==> src/rtl/dma_pkg.sv <==
// Shared types and helpers for the DMA line reader slice.
package dma_pkg;

    // Read-master sequencing states
    typedef enum logic [1:0] {
        IDLE  = 2'd0,
        ISSUE = 2'd1,
        DRAIN = 2'd2
    } dma_rd_state_t;

    // Default geometry of the line reader
    localparam int DMA_ADDR_W     = 32;
    localparam int DMA_DATA_W     = 32;
    localparam int DMA_LEN_W      = 16;
    localparam int DMA_FIFO_DEPTH = 16;

    // Byte address increment between consecutive words of a line
    function automatic int word_bytes(input int data_w);
        return data_w / 8;
    endfunction

    // Width of a counter able to hold every value from 0 up to depth inclusive
    function automatic int count_width(input int depth);
        return $clog2(depth) + 1;
    endfunction

endpackage

==> src/rtl/dma_sync_fifo.sv <==
// Synchronous FIFO with a registered output stage and an occupancy count.
// The output register is part of the capacity, so count covers every word held.
// A write into an empty FIFO lands directly in the output register, giving one
// cycle from write to rd_valid.
module dma_sync_fifo
    import dma_pkg::*;
#(
    parameter int WIDTH = 32,
    parameter int DEPTH = 16
) (
    input  logic                          clk,
    input  logic                          reset,
    input  logic                          wr_en,
    input  logic [WIDTH-1:0]              wr_data,
    input  logic                          rd_en,
    output logic [WIDTH-1:0]              rd_data,
    output logic                          rd_valid,
    output logic [count_width(DEPTH)-1:0] count
);

    localparam int PTR_W = $clog2(DEPTH);
    localparam int CNT_W = count_width(DEPTH);

    logic [WIDTH-1:0] mem [DEPTH];
    logic [PTR_W-1:0] wr_ptr;
    logic [PTR_W-1:0] rd_ptr;
    logic [CNT_W-1:0] mem_count;
    logic             out_valid;
    logic [WIDTH-1:0] out_data;

    logic pop;
    logic load_slot;
    logic load_from_mem;
    logic bypass;
    logic mem_write;

    // Decide where an incoming word goes and whether the output stage refills
    always_comb begin
        pop           = rd_en && out_valid;
        load_slot     = !out_valid || pop;
        load_from_mem = load_slot && (mem_count != '0);
        bypass        = load_slot && (mem_count == '0) && wr_en;
        mem_write     = wr_en && !bypass && (mem_count != CNT_W'(DEPTH));
    end

    // Pointers, storage occupancy and the registered output word
    always_ff @(posedge clk or posedge reset) begin
        if (reset) begin
            wr_ptr    <= '0;
            rd_ptr    <= '0;
            mem_count <= '0;
            out_valid <= 1'b0;
            out_data  <= '0;
        end else begin
            if (mem_write) begin
                wr_ptr <= wr_ptr + PTR_W'(1);
            end
            if (load_from_mem) begin
                rd_ptr <= rd_ptr + PTR_W'(1);
            end
            case ({mem_write, load_from_mem})
                2'b10:   mem_count <= mem_count + CNT_W'(1);
                2'b01:   mem_count <= mem_count - CNT_W'(1);
                default: mem_count <= mem_count;
            endcase
            if (load_from_mem) begin
                out_data  <= mem[rd_ptr];
                out_valid <= 1'b1;
            end else if (bypass) begin
                out_data  <= wr_data;
                out_valid <= 1'b1;
            end else if (pop) begin
                out_valid <= 1'b0;
            end
        end
    end

    // Storage array write port; contents need no reset since occupancy guards reads
    always_ff @(posedge clk) begin
        if (mem_write) begin
            mem[wr_ptr] <= wr_data;
        end
    end

    assign rd_data  = out_data;
    assign rd_valid = out_valid;
    assign count    = mem_count + CNT_W'(out_valid);

endmodule

==> src/rtl/dma_line_reader.sv <==
// Avalon-MM read master that fetches one scan line per enable and streams it
// out as a single Avalon-ST packet. Reads are throttled by a credit rule so the
// words in flight plus the words buffered never exceed the FIFO depth.
module dma_line_reader
    import dma_pkg::*;
#(
    parameter int ADDR_W     = DMA_ADDR_W,
    parameter int DATA_W     = DMA_DATA_W,
    parameter int LEN_W      = DMA_LEN_W,
    parameter int FIFO_DEPTH = DMA_FIFO_DEPTH
) (
    input  logic              clk,
    input  logic              reset,
    input  logic              dma_transmit_on,
    input  logic [ADDR_W-1:0] cfg_base_addr,
    input  logic [LEN_W-1:0]  cfg_line_words,
    output logic [ADDR_W-1:0] avm_m0_address,
    output logic              avm_m0_read,
    input  logic              avm_m0_waitrequest,
    input  logic [DATA_W-1:0] avm_m0_readdata,
    input  logic              avm_m0_readdatavalid,
    output logic [DATA_W-1:0] aso_out0_data,
    output logic              aso_out0_valid,
    input  logic              aso_out0_ready,
    output logic              aso_out0_startofpacket,
    output logic              aso_out0_endofpacket,
    output logic              busy,
    output logic              line_done
);

    localparam int                CNT_W     = count_width(FIFO_DEPTH);
    localparam logic [ADDR_W-1:0] ADDR_STEP = ADDR_W'(word_bytes(DATA_W));

    dma_rd_state_t state;
    dma_rd_state_t next_state;

    logic [ADDR_W-1:0] addr;
    logic [LEN_W-1:0]  issue_left;
    logic [LEN_W-1:0]  out_left;
    logic [CNT_W-1:0]  pending;
    logic              first_word;

    logic [CNT_W-1:0]  fifo_count;
    logic [CNT_W:0]    in_flight;
    logic              credit_ok;
    logic              start;
    logic              accept;
    logic              pop;
    logic              last_issue;
    logic              line_complete;

    // Credit, handshake and completion terms shared by the FSM and counters
    always_comb begin
        in_flight     = {1'b0, pending} + {1'b0, fifo_count};
        credit_ok     = in_flight < (CNT_W + 1)'(FIFO_DEPTH);
        start         = dma_transmit_on && (cfg_line_words != '0);
        accept        = avm_m0_read && !avm_m0_waitrequest;
        pop           = aso_out0_valid && aso_out0_ready;
        last_issue    = issue_left == LEN_W'(1);
        line_complete = (pending == '0) && (out_left == '0);
    end

    // State register
    always_ff @(posedge clk or posedge reset) begin
        if (reset) begin
            state <= IDLE;
        end else begin
            state <= next_state;
        end
    end

    // Next-state selection: start a line, finish issuing, then wait for the drain
    always_comb begin
        next_state = state;
        case (state)
            IDLE: begin
                if (start) begin
                    next_state = ISSUE;
                end
            end
            ISSUE: begin
                if (accept && last_issue) begin
                    next_state = DRAIN;
                end
            end
            DRAIN: begin
                if (line_complete) begin
                    next_state = IDLE;
                end
            end
            default: next_state = IDLE;
        endcase
    end

    // State-decoded outputs; the read request depends only on registered state
    // and credit, so it stays put while the slave stalls
    always_comb begin
        avm_m0_read = 1'b0;
        busy        = 1'b0;
        line_done   = 1'b0;
        case (state)
            ISSUE: begin
                busy        = 1'b1;
                avm_m0_read = credit_ok;
            end
            DRAIN: begin
                busy      = 1'b1;
                line_done = line_complete;
            end
            default: begin
                busy = 1'b0;
            end
        endcase
    end

    // Address, issue/output length counters and the first-word marker
    always_ff @(posedge clk or posedge reset) begin
        if (reset) begin
            addr       <= '0;
            issue_left <= '0;
            out_left   <= '0;
            first_word <= 1'b0;
        end else if (state == IDLE && start) begin
            addr       <= cfg_base_addr;
            issue_left <= cfg_line_words;
            out_left   <= cfg_line_words;
            first_word <= 1'b1;
        end else begin
            if (accept) begin
                addr       <= addr + ADDR_STEP;
                issue_left <= issue_left - LEN_W'(1);
            end
            if (pop) begin
                out_left   <= out_left - LEN_W'(1);
                first_word <= 1'b0;
            end
        end
    end

    // Reads accepted by the slave but whose data has not yet come back
    always_ff @(posedge clk or posedge reset) begin
        if (reset) begin
            pending <= '0;
        end else begin
            case ({accept, avm_m0_readdatavalid})
                2'b10:   pending <= pending + CNT_W'(1);
                2'b01:   pending <= pending - CNT_W'(1);
                default: pending <= pending;
            endcase
        end
    end

    dma_sync_fifo #(
        .WIDTH (DATA_W),
        .DEPTH (FIFO_DEPTH)
    ) u_fifo (
        .clk      (clk),
        .reset    (reset),
        .wr_en    (avm_m0_readdatavalid),
        .wr_data  (avm_m0_readdata),
        .rd_en    (aso_out0_ready),
        .rd_data  (aso_out0_data),
        .rd_valid (aso_out0_valid),
        .count    (fifo_count)
    );

    assign avm_m0_address         = addr;
    assign aso_out0_startofpacket = aso_out0_valid && first_word;
    assign aso_out0_endofpacket   = aso_out0_valid && (out_left == LEN_W'(1));

endmodule

==> config.mk <==
export PLATFORM = sky130hd
export DESIGN_NAME = dma_line_reader
export DESIGN_NICKNAME = d
export VERILOG_FILES = /design/src/rtl/dma_pkg.sv /design/src/rtl/dma_sync_fifo.sv /design/src/rtl/dma_line_reader.sv
export SDC_FILE = /design/constraint.sdc
export NUM_CORES = 1
export LEC_CHECK = 0
export ABC_AREA = 0
export CAP_MARGIN = 30
export CORE_ASPECT_RATIO = 0.75
export CORE_MARGIN = 2
export CORE_UTILIZATION = 50
export DETAILED_ROUTE_END_ITERATION = 12
export HOLD_SLACK_MARGIN = 0.03
export PLACE_DENSITY = 0.69
export SYNTH_ARGS = -nofsm -noshare
export SYNTH_HDL_FRONTEND = slang
export SYNTH_SLANG_ARGS = --single-unit
export TNS_END_PERCENT = 30
==> constraint.sdc <==
create_clock -name clk -period 5.9 [get_ports clk]
set_input_delay 1.18 -clock clk [delete_from_list [all_inputs] [get_ports clk]]
set_output_delay 1.18 -clock clk [all_outputs]
set_load 0.005 [all_outputs]
==> impl_metrics.env <==
export IMPL_yosys_area_share_simple=0.0614
export IMPL_synth_fp_nets=1546
export IMPL_tightest_slew_ns=1.10
export IMPL_drive_above_1_share=0.200
export IMPL_vias_per_cell=6.01
export IMPL_ys_seq_elements=630
export IMPL_synth_top_area_frac=0.599
export IMPL_nFillCells=3623
export IMPL_worst_ep_required_time_ns=4.72
export IMPL_finalSetupTns_ns=0
export IMPL_synth_area_top_cells="edfxtp_1 60%, mux4_2 14%, dfrtp_1 12%"
export IMPL_clockBufferDepth=3
export IMPL_crit_fanout=8
export IMPL_avgSynthCellArea_sq_um=17.9
export IMPL_synth_most_common_cell="edfxtp_1"
export IMPL_numCtsBuffers=58
export IMPL_yosys_area_share_xor_xnor=0.0188
export IMPL_antenna_found_initial=0
export IMPL_cts_tree="done"
export IMPL_skew_ns=0.0198
export IMPL_track_usage=0.219
export IMPL_route_detailed_drc=0
export IMPL_final_cell_area_sq_um=30400
export IMPL_dp_hpwl_mm=34.9
export IMPL_utilization=0.602
export IMPL_criticalPathCategory="reg -> out"
export IMPL_max_freq_ghz=0.221
export IMPL_initial_core_util=0.509
export IMPL_io_buffers=155
export IMPL_path_clk_slew_ns=0.06
export IMPL_hp_class="reg -> reg"
export IMPL_post_drt_wl_per_cell_um=24.7
export IMPL_dpl_worst_slack_ns=1.49
export IMPL_yosysWarnings=0
export IMPL_htreeDepth=2
export IMPL_yosysUniqueCellTypes=55
export IMPL_io_pins=156
export IMPL_ys_top_cells_by_count="512 x edfxtp_1, 160 x mux4_2, 118 x dfrtp_1, 118 x nand2_1, 53 x nor2_1"
export IMPL_synth_area_mux_share=0.142
export IMPL_post_cts_resize_count=0
export IMPL_async_flop_share=0.187
export IMPL_place_congestion=0.806
export IMPL_status="finished clean"
export IMPL_synth_top_family_by_area="multiplexers"
export IMPL_syn_area_sq_um=25700
export IMPL_fin_cells=2321
export IMPL_hold_viol_final=0
export IMPL_period_minus_slack_ns=4.53
export IMPL_synth_compound_gate_area_share=0.0343
export IMPL_root_buffer="clkbuf_16"
export IMPL_cts_hold_fix_buffers=0
export IMPL_ys_seq_area_frac=0.714
export IMPL_synth_ff_type="edfxtp_1"
export IMPL_core_area_sq_um=50500
export IMPL_clock_sinks=630
export IMPL_antenna_cells=0
export IMPL_cp_data_arrival_time_ns=3.35
export IMPL_rows=71
export IMPL_grt_pass1_wl_mm=87.7
export IMPL_irDropWorstVdd_mv=0.293
export IMPL_dieArea_sq_um=53200
export IMPL_post_cts_repair_setup_buffers=0
export IMPL_syn_inst=1431
export IMPL_finalWirelength_mm=57.3
export IMPL_worst_setup_path_end_kind="output port"
export IMPL_max_slew_margin=0.269
export IMPL_die_w_um=266
export IMPL_max_cap_violations=0
export IMPL_grt_max_degree=82
export IMPL_gr_total_overflow=0
export IMPL_dp_cells=2206
export IMPL_finalPower_mw=14.5
export IMPL_areaGrowthSynthToFinish_pct=18.3
export IMPL_final_antenna_net_count=0
export IMPL_yosysTopAreaCell="edfxtp_1"
export IMPL_grt_setup_unrepaired="no"
export IMPL_vias=13955
export IMPL_grt_pass1_vias=14107
export IMPL_period_share=0.767
export IMPL_finalMaxSlewViolations=0
export IMPL_finalNetCount=1729
export IMPL_initialDrtViolationCount=1307
export IMPL_cellPowerDensity_nw_per_um2=479
export IMPL_die_h_um=200
export IMPL_p_leak_nw=10.2
export IMPL_hold_worst_slack_ns=0.467
export IMPL_synthAdderAreaFrac=0.0147
export IMPL_setup_ws_ns=1.37
export IMPL_synth_edf_count=512
export IMPL_setup_violations=0
export IMPL_clock_latency_ns=0.62
export IMPL_cp_start_kind="flip-flop"
export IMPL_dr_pass1_iters=5
export IMPL_placed_area_sq_um=28200
[area by class of cell]
cell class / count / area [sq um] / area share
clock inverters: 41 / 490 / 0.0161
flip-flops and latches: 630 / 18300 / 0.604
multi-input cells: 701 / 7050 / 0.232
inverters: 29 / 114 / 0.00375
well taps: 657 / 822 / 0.0271
repair buffers: 194 / 2020 / 0.0666
clock buffers: 69 / 1540 / 0.0508
[flip-flops by register name (all words and copies together), names as in the netlist, 2 cells and up]
name / flops
u_fifo.rd_ptr: 4
avm_m0_address: 32
u_fifo.rd_data: 32
out_left: 16
u_fifo.wr_ptr: 4
issue_left: 16
u_fifo.mem: 512
state: 2
pending: 5
u_fifo.mem_count: 5
[cells in the final DEF, fill, tap and decap left out, drive strengths merged, types with 13 or more instances in the layout]
cell type,count
or4,19
o31ai,14
clkbuf,69
xor2,29
o21ai,32
ha,27
nor2,53
nor4,13
a21oi,32
edfxtp,512
nand4,16
buf,39
clkdlybuf4s50,155
a22oi,32
nand2,119
inv,32
a31oi,20
dfrtp,118
xnor2,26
nand3,25
nor3,24
mux4,160
clkinv,24
[cell families (layout without fill, tap and decap cells)]
family | after synthesis | after routing
compound gates | 139 | 139
xor+xnor | 55 | 55
fa+ha+maj | 29 | 29
buf+inv | 100 | 333
flops | 630 | 630
mux | 163 | 163
simple gates | 315 | 315
[per-layer routing]
metal	GRT usage	part of all wire	routed length (um)
met3	0.0438	0.074	4220
met2	0.327	0.46	26300
met4	0.0514	0.015	867
met5	0	0	0
met1	0.336	0.45	25900
[path summary, 6_finish.rpt]
kind / start / endpoint / slack [ns] / depth (start not counted)
setup / recovery: u_fifo.rd_valid / avm_m0_read / 1.37 / 8
hold / removal: first_word / first_word / 0.47 / 2
max in group asynchronous: reset / u_fifo.rd_data[7] / 3.66 / 3
setup reg to reg: u_fifo.rd_valid / pending[4] / 1.64 / 16
min in group asynchronous: reset / avm_m0_address[25] / 1.06 / 2
hold reg to reg: first_word / first_word / 0.47 / 2
[power by group]
part / internal (mW) / switching, mW
Sequential: 5.57 / 0.683
Clock: 2.32 / 1.65
Combinational: 2.28 / 2.04
Total: 10.2 / 4.38
[critical path, stage by stage (launching register included)]
cell	delay, ns
dfrtp_1	0.50
ha_1	0.23
ha_1	0.18
nand3_1	0.10
xnor2_1	0.18
ha_1	0.26
or4b_4	0.57
nor2_1	0.19
clkdlybuf4s50_1	0.54
(Power assumes the default switching activity.)
